## config.mk

```make
export PLATFORM = sky130hd
export DESIGN_NAME = seq_controller
export DESIGN_NICKNAME = d
export VERILOG_FILES = /design/src/rtl/seq_controller.sv
export SDC_FILE = /design/constraint.sdc
export NUM_CORES = 1
export LEC_CHECK = 0
export ABC_CLOCK_PERIOD_IN_PS = 4700
export BUFFER_PORTS_ARGS = -buffer_cell sky130_fd_sc_hd__buf_2
export CORE_ASPECT_RATIO = 1.5
export CORE_UTILIZATION = 49
export DETAILED_ROUTE_END_ITERATION = 6
export PLACE_DENSITY = 0.85
export SETUP_SLACK_MARGIN = 0.2
export SYNTH_ARGS = -nofsm -noshare
export SYNTH_HDL_FRONTEND = slang
export SYNTH_SLANG_ARGS = --single-unit
```

## constraint.sdc

```tcl
create_clock -name clock -period 4.7 [get_ports clock]
set_input_delay 0.47 -clock clock [delete_from_list [all_inputs] [get_ports clock]]
set_output_delay 0.47 -clock clock [all_outputs]
set_load 0.02 [all_outputs]
```

## src/rtl/seq_controller.sv

```systemverilog
`default_nettype none
// ============================================================================
// Module   : seq_controller
// Purpose  : Multi-cycle fetch/decode/execute sequencer for the 8-bit datapath
// Revision : 1.0  initial release
// ============================================================================
module seq_controller (
  input  logic        clock,
  input  logic        reset_n,
  input  logic        start,
  input  logic [7:0]  pc,
  output logic [7:0]  instr_addr,
  input  logic [15:0] instr_data,
  output logic        pc_increment,
  output logic        pc_branch,
  output logic [7:0]  pc_newpc,
  output logic [1:0]  rf_select0,
  input  logic [7:0]  rf_selected0,
  output logic        rf_write,
  output logic [1:0]  rf_wr_select,
  output logic [7:0]  rf_data,
  output logic [7:0]  alu_a,
  output logic [7:0]  alu_b,
  output logic        alu_add_sub,
  output logic        alu_set_low,
  output logic        alu_set_high,
  input  logic [7:0]  alu_result,
  output logic        dly_start,
  output logic        dly_enable,
  output logic [7:0]  dly_value,
  input  logic        dly_done,
  output logic        busy,
  output logic        halted,
  output logic        illegal
);

  localparam logic [3:0] c_ST_IDLE     = 4'd0;
  localparam logic [3:0] c_ST_FETCH    = 4'd1;
  localparam logic [3:0] c_ST_DECODE   = 4'd2;
  localparam logic [3:0] c_ST_READ_A   = 4'd3;
  localparam logic [3:0] c_ST_READ_B   = 4'd4;
  localparam logic [3:0] c_ST_EXEC     = 4'd5;
  localparam logic [3:0] c_ST_WAIT_ARM = 4'd6;
  localparam logic [3:0] c_ST_WAIT_RUN = 4'd7;
  localparam logic [3:0] c_ST_HALT     = 4'd8;

  localparam logic [3:0] c_OP_NOP   = 4'd0;
  localparam logic [3:0] c_OP_ADD   = 4'd1;
  localparam logic [3:0] c_OP_SUB   = 4'd2;
  localparam logic [3:0] c_OP_SETLO = 4'd3;
  localparam logic [3:0] c_OP_SETHI = 4'd4;
  localparam logic [3:0] c_OP_LDI   = 4'd5;
  localparam logic [3:0] c_OP_JMP   = 4'd6;
  localparam logic [3:0] c_OP_BZ    = 4'd7;
  localparam logic [3:0] c_OP_WAIT  = 4'd8;
  localparam logic [3:0] c_OP_HALT  = 4'd15;

  logic [3:0]  r_state;
  logic [3:0]  w_next_state;
  logic [15:0] r_ir;
  logic [7:0]  r_opa;
  logic [7:0]  r_opb;
  logic        r_illegal;

  logic [3:0]  w_op;
  logic [1:0]  w_rd;
  logic [1:0]  w_rs;
  logic [7:0]  w_imm;
  logic        w_is_alu;
  logic        w_uses_rd;
  logic        w_bad;

  assign w_op  = r_ir[15:12];
  assign w_rd  = r_ir[11:10];
  assign w_rs  = r_ir[9:8];
  assign w_imm = r_ir[7:0];

  assign w_is_alu  = (w_op == c_OP_ADD) || (w_op == c_OP_SUB) ||
                     (w_op == c_OP_SETLO) || (w_op == c_OP_SETHI);
  assign w_uses_rd = w_is_alu || (w_op == c_OP_LDI) || (w_op == c_OP_BZ);
  // Register index 3 does not exist; only fields the opcode actually reads count.
  assign w_bad = ((w_op >= 4'd9) && (w_op <= 4'd14)) ||
                 (w_uses_rd && (w_rd == 2'd3)) ||
                 (w_is_alu && (w_rs == 2'd3));

  assign instr_addr = pc;
  assign busy       = (r_state != c_ST_IDLE) && (r_state != c_ST_HALT);
  assign halted     = (r_state == c_ST_HALT);
  assign illegal    = r_illegal;

  always_ff @(posedge clock) begin
    if (!reset_n) begin
      r_state   <= c_ST_IDLE;
      r_ir      <= 16'd0;
      r_opa     <= 8'd0;
      r_opb     <= 8'd0;
      r_illegal <= 1'b0;
    end else begin
      r_state <= w_next_state;
      if (r_state == c_ST_FETCH)
        r_ir <= instr_data;
      if (r_state == c_ST_READ_A)
        r_opa <= rf_selected0;
      if (r_state == c_ST_READ_B)
        r_opb <= rf_selected0;
      if ((r_state == c_ST_DECODE) && w_bad)
        r_illegal <= 1'b1;
    end
  end

  always_comb begin
    w_next_state = r_state;
    case (r_state)
      c_ST_IDLE:     if (start) w_next_state = c_ST_FETCH;
      c_ST_FETCH:    w_next_state = c_ST_DECODE;
      c_ST_DECODE: begin
        if (w_bad || (w_op == c_OP_HALT))
          w_next_state = c_ST_HALT;
        else if (w_is_alu || (w_op == c_OP_BZ))
          w_next_state = c_ST_READ_A;
        else
          w_next_state = c_ST_EXEC;
      end
      // BZ only needs rd, so it skips the second operand read.
      c_ST_READ_A:   w_next_state = (w_op == c_OP_BZ) ? c_ST_EXEC : c_ST_READ_B;
      c_ST_READ_B:   w_next_state = c_ST_EXEC;
      c_ST_EXEC:     w_next_state = (w_op == c_OP_WAIT) ? c_ST_WAIT_ARM : c_ST_FETCH;
      c_ST_WAIT_ARM: w_next_state = c_ST_WAIT_RUN;
      c_ST_WAIT_RUN: if (dly_done) w_next_state = c_ST_FETCH;
      c_ST_HALT:     w_next_state = c_ST_HALT;
      default:       w_next_state = c_ST_IDLE;
    endcase
  end

  always_comb begin
    pc_increment = 1'b0;
    pc_branch    = 1'b0;
    pc_newpc     = 8'd0;
    rf_select0   = 2'd0;
    rf_write     = 1'b0;
    rf_wr_select = 2'd0;
    rf_data      = 8'd0;
    alu_a        = 8'd0;
    alu_b        = 8'd0;
    alu_add_sub  = 1'b0;
    alu_set_low  = 1'b0;
    alu_set_high = 1'b0;
    dly_start    = 1'b0;
    dly_enable   = 1'b0;
    dly_value    = 8'd0;
    case (r_state)
      c_ST_DECODE: rf_select0 = w_rd;
      c_ST_READ_A: rf_select0 = w_rs;
      c_ST_EXEC: begin
        case (w_op)
          c_OP_ADD, c_OP_SUB, c_OP_SETLO, c_OP_SETHI: begin
            alu_a        = r_opa;
            alu_b        = r_opb;
            alu_add_sub  = (w_op == c_OP_SUB);
            alu_set_low  = (w_op == c_OP_SETLO);
            alu_set_high = (w_op == c_OP_SETHI);
            rf_write     = 1'b1;
            rf_wr_select = w_rd;
            rf_data      = alu_result;
            pc_increment = 1'b1;
          end
          c_OP_LDI: begin
            rf_write     = 1'b1;
            rf_wr_select = w_rd;
            rf_data      = w_imm;
            pc_increment = 1'b1;
          end
          c_OP_NOP: pc_increment = 1'b1;
          c_OP_JMP: begin
            pc_branch = 1'b1;
            pc_newpc  = w_imm;
          end
          c_OP_BZ: begin
            if (r_opa == 8'd0) begin
              pc_branch = 1'b1;
              pc_newpc  = w_imm;
            end else begin
              pc_increment = 1'b1;
            end
          end
          c_OP_WAIT: begin
            dly_start = 1'b1;
            dly_value = w_imm;
          end
          default: ;
        endcase
      end
      // dly_done may still be high from the previous delay; ignore it here.
      c_ST_WAIT_ARM: dly_enable = 1'b1;
      c_ST_WAIT_RUN: begin
        dly_enable   = 1'b1;
        pc_increment = dly_done;
      end
      default: ;
    endcase
  end

endmodule
`default_nettype wire

```

=== Word level (Yosys, flattened, before mapping) ===
Cells that the tools add are included.

* Flip-flop bits (word level): 37
* Input bits: 44
* Output and inout bits: 63

* Muxes and demuxes: 38
* Reductions and logical operators: 23
* Equality and inequality tests: 22
* Magnitude comparators: 2

{| class="wikitable"
|+ Operator list
! operator !! count
|-
| 2-to-1 mux 8 bit || 9
|-
| case mux 4 bit (9 select lines) || 1
|-
| equality test 4 x 3 -> 1 bit, second input constant || 8
|-
| case mux 8 bit (2 select lines) || 2
|-
| equality test 4 x 2 -> 1 bit, second input constant || 4
|-
| 2-to-1 mux 1 bit || 15
|-
| equality test 4 bit, second input constant || 3
|-
| 2-to-1 mux 4 bit || 3
|-
| logical OR 1 bit || 9
|-
| equality test 4 x 1 -> 1 bit, second input constant || 2
|-
| logical NOT 4 bit || 2
|-
| logical NOT 8 bit || 1
|-
| 2-to-1 mux 3 bit || 2
|-
| case mux 1 bit (2 select lines) || 3
|-
| OR reduction 6 bit || 1
|-
| logical AND 1 bit || 5
|-
| OR reduction 5 bit || 1
|-
| equality test 2 bit, second input constant || 2
|-
| >= comparator 4 bit, second input constant || 1
|-
| <= comparator 4 bit, second input constant || 1
|-
| 2-to-1 mux 2 bit || 2
|-
| inequality test 2 bit, second input constant || 2
|-
| inequality test 4 bit, second input constant || 1
|-
| case mux 2 bit (2 select lines) || 1
|-
| 4 further kinds || 4
|}

=== Depth between registers and ports, before layout ===
Gate-level depths: netlist of run 1.

* Depth in word-level cells: 12
* Mapped depth: 7
* Mapped depth without buffers: 4

=== Worst setup path after synthesis of run 1 ===
OpenSTA, ideal clock, no wires.

* Kind: flip-flop to output port
* Start: register r_state[2]
* End: output port alu_set_high
* Path buffers: 1
* Cell stages (with the launch flop): 5
* Slack: 2,373 ps
* Data arrival time: 1,857 ps
* Data required time: 4,230 ps
* Cells stage by stage: dfxtp_1 -> buf_2 -> nand2_1 -> or4_4 -> nor4b_1

* Longest elaborated chain between the ends: 2

{| class="wikitable"
|+ RTL lines
! element !! line !! text
|-
| start: declaration || 58 || <nowiki>logic [3:0] r_state;</nowiki>
|-
| start signal: assignment || 93 || <nowiki>r_state <= c_ST_IDLE;</nowiki>
|-
| start signal: assignment || 99 || <nowiki>r_state <= w_next_state;</nowiki>
|-
| equality test 4 x 3 -> 1 bit || 151 || <nowiki>case (r_state)</nowiki>
|-
| 2-to-1 mux 1 bit || 151 ||
|-
| end: declaration || 26 || <nowiki>output logic alu_set_high,</nowiki>
|}

No other way between the ends.

=== Worst setup path after layout of run 1 ===
* Start: register r_state[0]
* End: output port rf_data[0]

* Longest elaborated chain between the ends: 2

{| class="wikitable"
|+ RTL lines
! element !! line !! text
|-
| equality test 4 x 3 -> 1 bit || 151 ||
|-
| 2-to-1 mux 8 bit || 151 ||
|-
| end: declaration || 21 || <nowiki>output logic [7:0] rf_data,</nowiki>
|}

No other way between the ends.

==> impl_metrics.tcl, run 1 <==
set metrics [dict create \
    run_status "finished, final reports clean" \
    mappedNetlistArea_sq_um 2150 \
    pre_cts_ws_ns 1.97 \
    cts_tree "yes" \
    place_area_sq_um 2530 \
    wl_per_cell_um 12.8 \
    required_ns 4.23 \
    power-per-cell-area_nw_per_um2 409 \
    mostFrequentLayoutCells "buf_2 (90), nand2_1 (74), dfxtp_1 (37)" \
    drv_cap 0 \
    vdd_ir_drop_max_v 0.000424 \
    drv_slew 0 \
    worstSetupPathType "reg -> out" \
    path_max_fanout 24 \
    finalClockSkew_ns 0.00711 \
    htree_num_levels 2 \
    synth_adder_area_share 0 \
    cts_setup_buffers 0 \
    seqCellArea_sq_um 741 \
    top_layer "met4" \
    fill_cells 400 \
    finalWorstSetupSlack_ns 1.64 \
    overflow 0 \
    ys_warn_count 0 \
    fin_util 0.633 \
    met3_length_um 247 \
    multiInputGateArea_sq_um 1260 \
    wl_mm 5.09 \
    syn2layout_area_growth_pct 23.9 \
    pin_count 107 \
    first_global_vias 1884 \
    detail-route-antenna-nets 0 \
    final_common_cell "buf_2" \
    r2r_slack_ns 2.74 \
    synth-xor-area-share 0.00814 \
    wl_met2_mm 2.58 \
    max_stage_delay_ns 0.71 \
    cp-startpoint "r_state[0]" \
    antenna_cells 0 \
    hold_class "in -> reg" \
    min_period_ns 3.06 \
    synthCells 278 \
    crit_chain "nand2_1 -> nor4_1 -> and3_1 -> a22o_1 -> buf_2" \
    start_util 0.511 \
    num_vias 2125 \
    fin_area_sq_um 2660 \
    portBuffers 90 \
    synth_top_family_by_area "simple AND/OR/NAND/NOR gates" \
    setup_violations 0 \
    syn_avg_cell_area_sq_um 7.74 \
    worstHoldStart "instr_data[15]" \
    die_w_um 56.1 \
    synth_fp_nets 322 \
    fp.coreArea_sq_um 4210 \
    finalCritPeriodShare 0.650 \
    cts_hold_buf 0 \
    power_mw 1.09 \
    r2r_start "r_state[0]" \
    final.setup.tns_ns 0 \
    worstSkewPairLatency_ns 0.29 \
    routabilityCongestion 0.836 \
    antenna_found_initial 0 \
    ys_ff_latch 37 \
    cp-end-kind "primary output" \
    drt_iter0_drc 49 \
    ys_types 41 \
    power.leakage_nw 1.21 \
    cts.clk_slew.worst_paths_ns 0.07 \
    first_pass_iters 4 \
    grt_max_degree 38 \
    slew_headroom 0.346 \
    layout.nets 394 \
    fin_hold_ws_ns 0.411 \
    via_per_inst 5.35 \
    dieArea_sq_um 4660 \
    reg2reg_depth 4 \
    fmax_mhz 327 \
    numClockSinks 37 \
    m1WireLength_mm 2.07 \
    r2r-end "r_ir[5]" \
    drive_above_1_share 0.305 \
    yosys.area_share.simple 0.347 \
    arrival_ns 2.59 \
    setup.worst_path.end "rf_data[0]" \
    synth_compound_area_frac 0.222 \
    place_hpwl_mm 3.85 \
    start_kind "flop" \
    remaining_drc_errors 0 \
    track_usage 0.226 \
    hold_viol_final 0 \
    cts_buffers 5 \
    cp_slowest_cell "and3_1" \
    yosysSeqAreaShare 0.344 \
    placed_cells 389 \
    postCtsResizedCells 0 \
    rsz0062_at_grt "no" \
    max_slew.worst_pin.slew_ns 0.976 \
    cts_buffer_depth 2 \
    grt_pass1_wl_mm 8.38 \
    whs_path_depth 3 \
    cts-root-buf "clkbuf_8" \
    num_rows 29 \
    synth.area.mux_share 0.00931 \
    die_y_um 83.1 \
    layout.cells.non_filler 397 \
]
## final cells by class
cell class,instances,area share
clock inverter,3,0.0244
sequential,37,0.278
timing repair buffer,90,0.169
inverter,5,0.00705
multi-input combinational,211,0.474
tap,46,0.0216
clock buffer,5,0.0258
## worst min path at each step
stage	endpoint
after CTS	r_ir[15]
final	r_ir[15]
after floorplan	r_opb[2]
after global placement	r_opb[6]
after detailed placement	r_opb[4]
after global routing	r_ir[10]
## report_power, final
group | switching (mW) | leakage (nW) | total, mW | internal (mW)
combinational | 0.182 | 0.845 | 0.300 | 0.118
clock | 0.113 | 0.0681 | 0.324 | 0.211
sequential | 0.0937 | 0.301 | 0.465 | 0.372
total | 0.388 | 1.21 | 1.09 | 0.701
## sequential cells by signal, indices dropped and copies added (netlist names)
register	flops
r_opa	8
r_opb	8
r_ir	16
illegal	1
r_state	4
## routing by layer
| layer | GRT usage | up-vias |
|---|---|---|
| met5 | 0 | - |
| met4 | 0.142 | 0 |
| met3 | 0.0467 | 22 |
| met2 | 0.392 | 68 |
| met1 | 0.243 | 960 |
| li1 | - | 1075 |
## critical path, delay by kind of cell (launching register included)
family,cells,cell delay (ns)
AO/OA/AOI/OAI,1,0.25
buffers and inverters,1,0.16
flip-flops,1,0.65
AND/OR/NAND/NOR,3,1.22
## Yosys cell counts, drive strengths merged
library cell,instances,area [sq um]
nor3b,1,7.51
nand2b,4,25.0
and2,35,219
a22o,10,87.6
mux2i,2,20.0
buf,14,87.6
and3,2,12.5
nor3,9,66.3
a211oi,2,27.5
o21a,1,7.51
o21ai,5,25.0
a211o,2,17.5
nor2,3,11.3
xor2,2,17.5
nand3,4,20.0
a21boi,32,240
o2111ai,1,8.76
nand2,74,278
or4,1,11.3
o22ai,1,6.26
a21oi,5,25.0
inv,5,18.8
nor4b,3,38.8
a31o,1,8.76
nand3b,1,7.51
dfxtp,37,741
a32o,1,10.0
o211ai,1,7.51
clkbuf,11,41.3
nor4,4,31.3
a31oi,1,6.26
or3,2,12.5
nor2b,1,6.26
## cells by family after synthesis
kind of cell,after synthesis
simple gates,144
compound gates,63
flops,37
buf+inv,30
xor+xnor,2
mux,2
Note: power is estimated with default switching activity, not from simulation.
==> run 2: changes to the inputs <==
--- a/config.mk
+++ b/config.mk
@@ -5,12 +5,12 @@
 export SDC_FILE = /design/constraint.sdc
 export NUM_CORES = 1
 export LEC_CHECK = 0
-export ABC_CLOCK_PERIOD_IN_PS = 4700
+export ABC_CLOCK_PERIOD_IN_PS = 2820
 export BUFFER_PORTS_ARGS = -buffer_cell sky130_fd_sc_hd__buf_2
 export CORE_ASPECT_RATIO = 1.5
-export CORE_UTILIZATION = 49
+export CORE_UTILIZATION = 46
 export DETAILED_ROUTE_END_ITERATION = 6
-export PLACE_DENSITY = 0.85
+export PLACE_DENSITY = 0.8
 export SETUP_SLACK_MARGIN = 0.2
 export SYNTH_ARGS = -nofsm -noshare
 export SYNTH_HDL_FRONTEND = slang
==> constraint.sdc (replaced) <==
create_clock -name clock -period 2.82 [get_ports clock]
set_input_delay 0.282 -clock clock [delete_from_list [all_inputs] [get_ports clock]]
set_output_delay 0.282 -clock clock [all_outputs]
set_load 0.02 [all_outputs]
==> run 2 against run 1 <==
Net effect:
- the run now ends with design-rule violations left
- wire length rose by 4.2%
- clock power rose by 23%
- hold slack got worse by 0.18 ns
- global-route usage fell by 0.68 points
- highest routed layer unchanged
- register-to-register slack got worse by 1.8 ns
- power rose by 56%
- clock-buffer cell count rose by 2
- critical endpoint is now rf_data[7]
- clock skew barely moved
- combinational power rose by 83%
==> impl_metrics.tcl, run 2 (synthesis gave the netlist of run 1 again) <==
set metrics [dict create \
    max_slew.worst_pin.slew_ns 0.764 \
    portBuffers 90 \
    cts_hold_buf 0 \
    detail-route-antenna-nets 0 \
    power-per-cell-area_nw_per_um2 641 \
    dieArea_sq_um 4960 \
    num_rows 30 \
    start_kind "flop" \
    routabilityCongestion 0.811 \
    postCtsResizedCells 0 \
    slew_headroom 0.486 \
    fmax_mhz 395 \
    cp-end-kind "primary output" \
    fill_cells 435 \
    rsz0062_at_grt "no" \
    worstSetupPathType "reg -> out" \
    drv_slew 0 \
    cts_setup_buffers 0 \
    drt_iter0_drc 96 \
    antenna_cells 0 \
    cts_tree "yes" \
    track_usage 0.219 \
    final.setup.tns_ns 0 \
    die_y_um 85.7 \
    first_pass_iters 7 \
    required_ns 2.54 \
    largest_register "r_ir" \
    setup_violations 0 \
    arrival_ns 2.25 \
    drive_above_1_share 0.311 \
    mostFrequentLayoutCells "buf_2 (90), nand2_1 (74), dfxtp_1 (37)" \
    cts.clk_slew.worst_paths_ns 0.07 \
    fin_hold_ws_ns 0.227 \
    via_per_inst 5.26 \
    cts_buffers 5 \
    cts_buffer_depth 2 \
    layout.cells.non_filler 402 \
    hold_viol_final 0 \
    num_vias 2113 \
    worstSkewPairLatency_ns 0.28 \
    r2r_slack_ns 0.99 \
    vdd_ir_drop_max_v 0.000412 \
    hold_class "in -> reg" \
    grt_pass1_wl_mm 8.37 \
    grt_max_degree 38 \
    run_status "finished with violations" \
    die_w_um 57.8 \
    layout.nets 397 \
    wl_per_cell_um 13.2 \
    placed_cells 394 \
    place_hpwl_mm 3.94 \
    antenna_found_initial 0 \
    fin_area_sq_um 2660 \
    numClockSinks 37 \
    violations "design-rule violations" \
    place_area_sq_um 2550 \
    drv_cap 0 \
    fp.coreArea_sq_um 4500 \
    overflow 0 \
    syn2layout_area_growth_pct 23.5 \
    power.leakage_nw 1.22 \
    final_common_cell "buf_2" \
    finalCritPeriodShare 0.897 \
    largest_reg_flops 16 \
    min_period_ns 2.53 \
    wl_mm 5.30 \
    pin_count 107 \
    cts-root-buf "clkbuf_8" \
    remaining_drc_errors 8 \
    first_global_vias 1834 \
    start_util 0.478 \
    path_max_fanout 11 \
    reg_top3 "r_ir x16, r_opa x8, r_opb x8" \
    htree_num_levels 2 \
    finalClockSkew_ns 0.00737 \
]
run 2: cell types whose count changed in the layout (fill, tap and decap cells not counted):
cell       previous run  this run
buf_4                 0         3
bufinv_16             2         0
clkbuf_8              5         7
run 2: power breakdown:
part	total, mW	internal, mW	switching (mW)
combinational	0.548	0.213	0.335
sequential	0.754	0.620	0.134
clock	0.400	0.221	0.179
run 2: worst paths after layout:
kind | from | end | cells after the start
max | r_state[2] | rf_data[7] | 5
min | instr_data[13] | r_ir[13] | 3
max reg2reg | r_state[2] | r_opb[3] | 4
min reg2reg | r_opb[1] | r_opb[1] | 2
run 2: per-layer routing:
layer / track usage / vias to the layer above / part of all wire
met2: 0.397 / 63 / 0.55
met5: 0 / - / 0
met3: 0.0483 / 4 / 0.051
met4: 0.0823 / 0 / 0.0077
met1: 0.243 / 969 / 0.40
li1: - / 1077 / -
run 2: stage by stage:
stage          setup slack (ns)  utilization  power, mW
6_report                  0.290        0.590       1.70
5_1_grt                   0.202        0.590       1.82
4_1_cts                   0.258        0.590       1.72
3_5_place_dp              0.594        0.567       1.32
3_3_place_gp              0.684        0.567       1.30
2_1_floorplan             0.681            -       1.17
run 2: worst max-delay path, stage by stage (launching register included):
cell	delay, ns
dfxtp_1	0.55
nand2_1	0.18
or4_4	0.50
nor3_4	0.36
a22o_1	0.20
buf_2	0.16
run 2: cell type report:
type | count | area [sq um] | share of cell area
Clock buffer | 7 | 96.3 | 0.0363
Tap cell | 48 | 60.1 | 0.0226
Multi-Input combinational cell | 211 | 1260 | 0.475
Timing Repair Buffer | 93 | 473 | 0.178
Inverter | 5 | 18.8 | 0.00707
Sequential cell | 37 | 741 | 0.279
Clock inverter | 1 | 5.00 | 0.00188
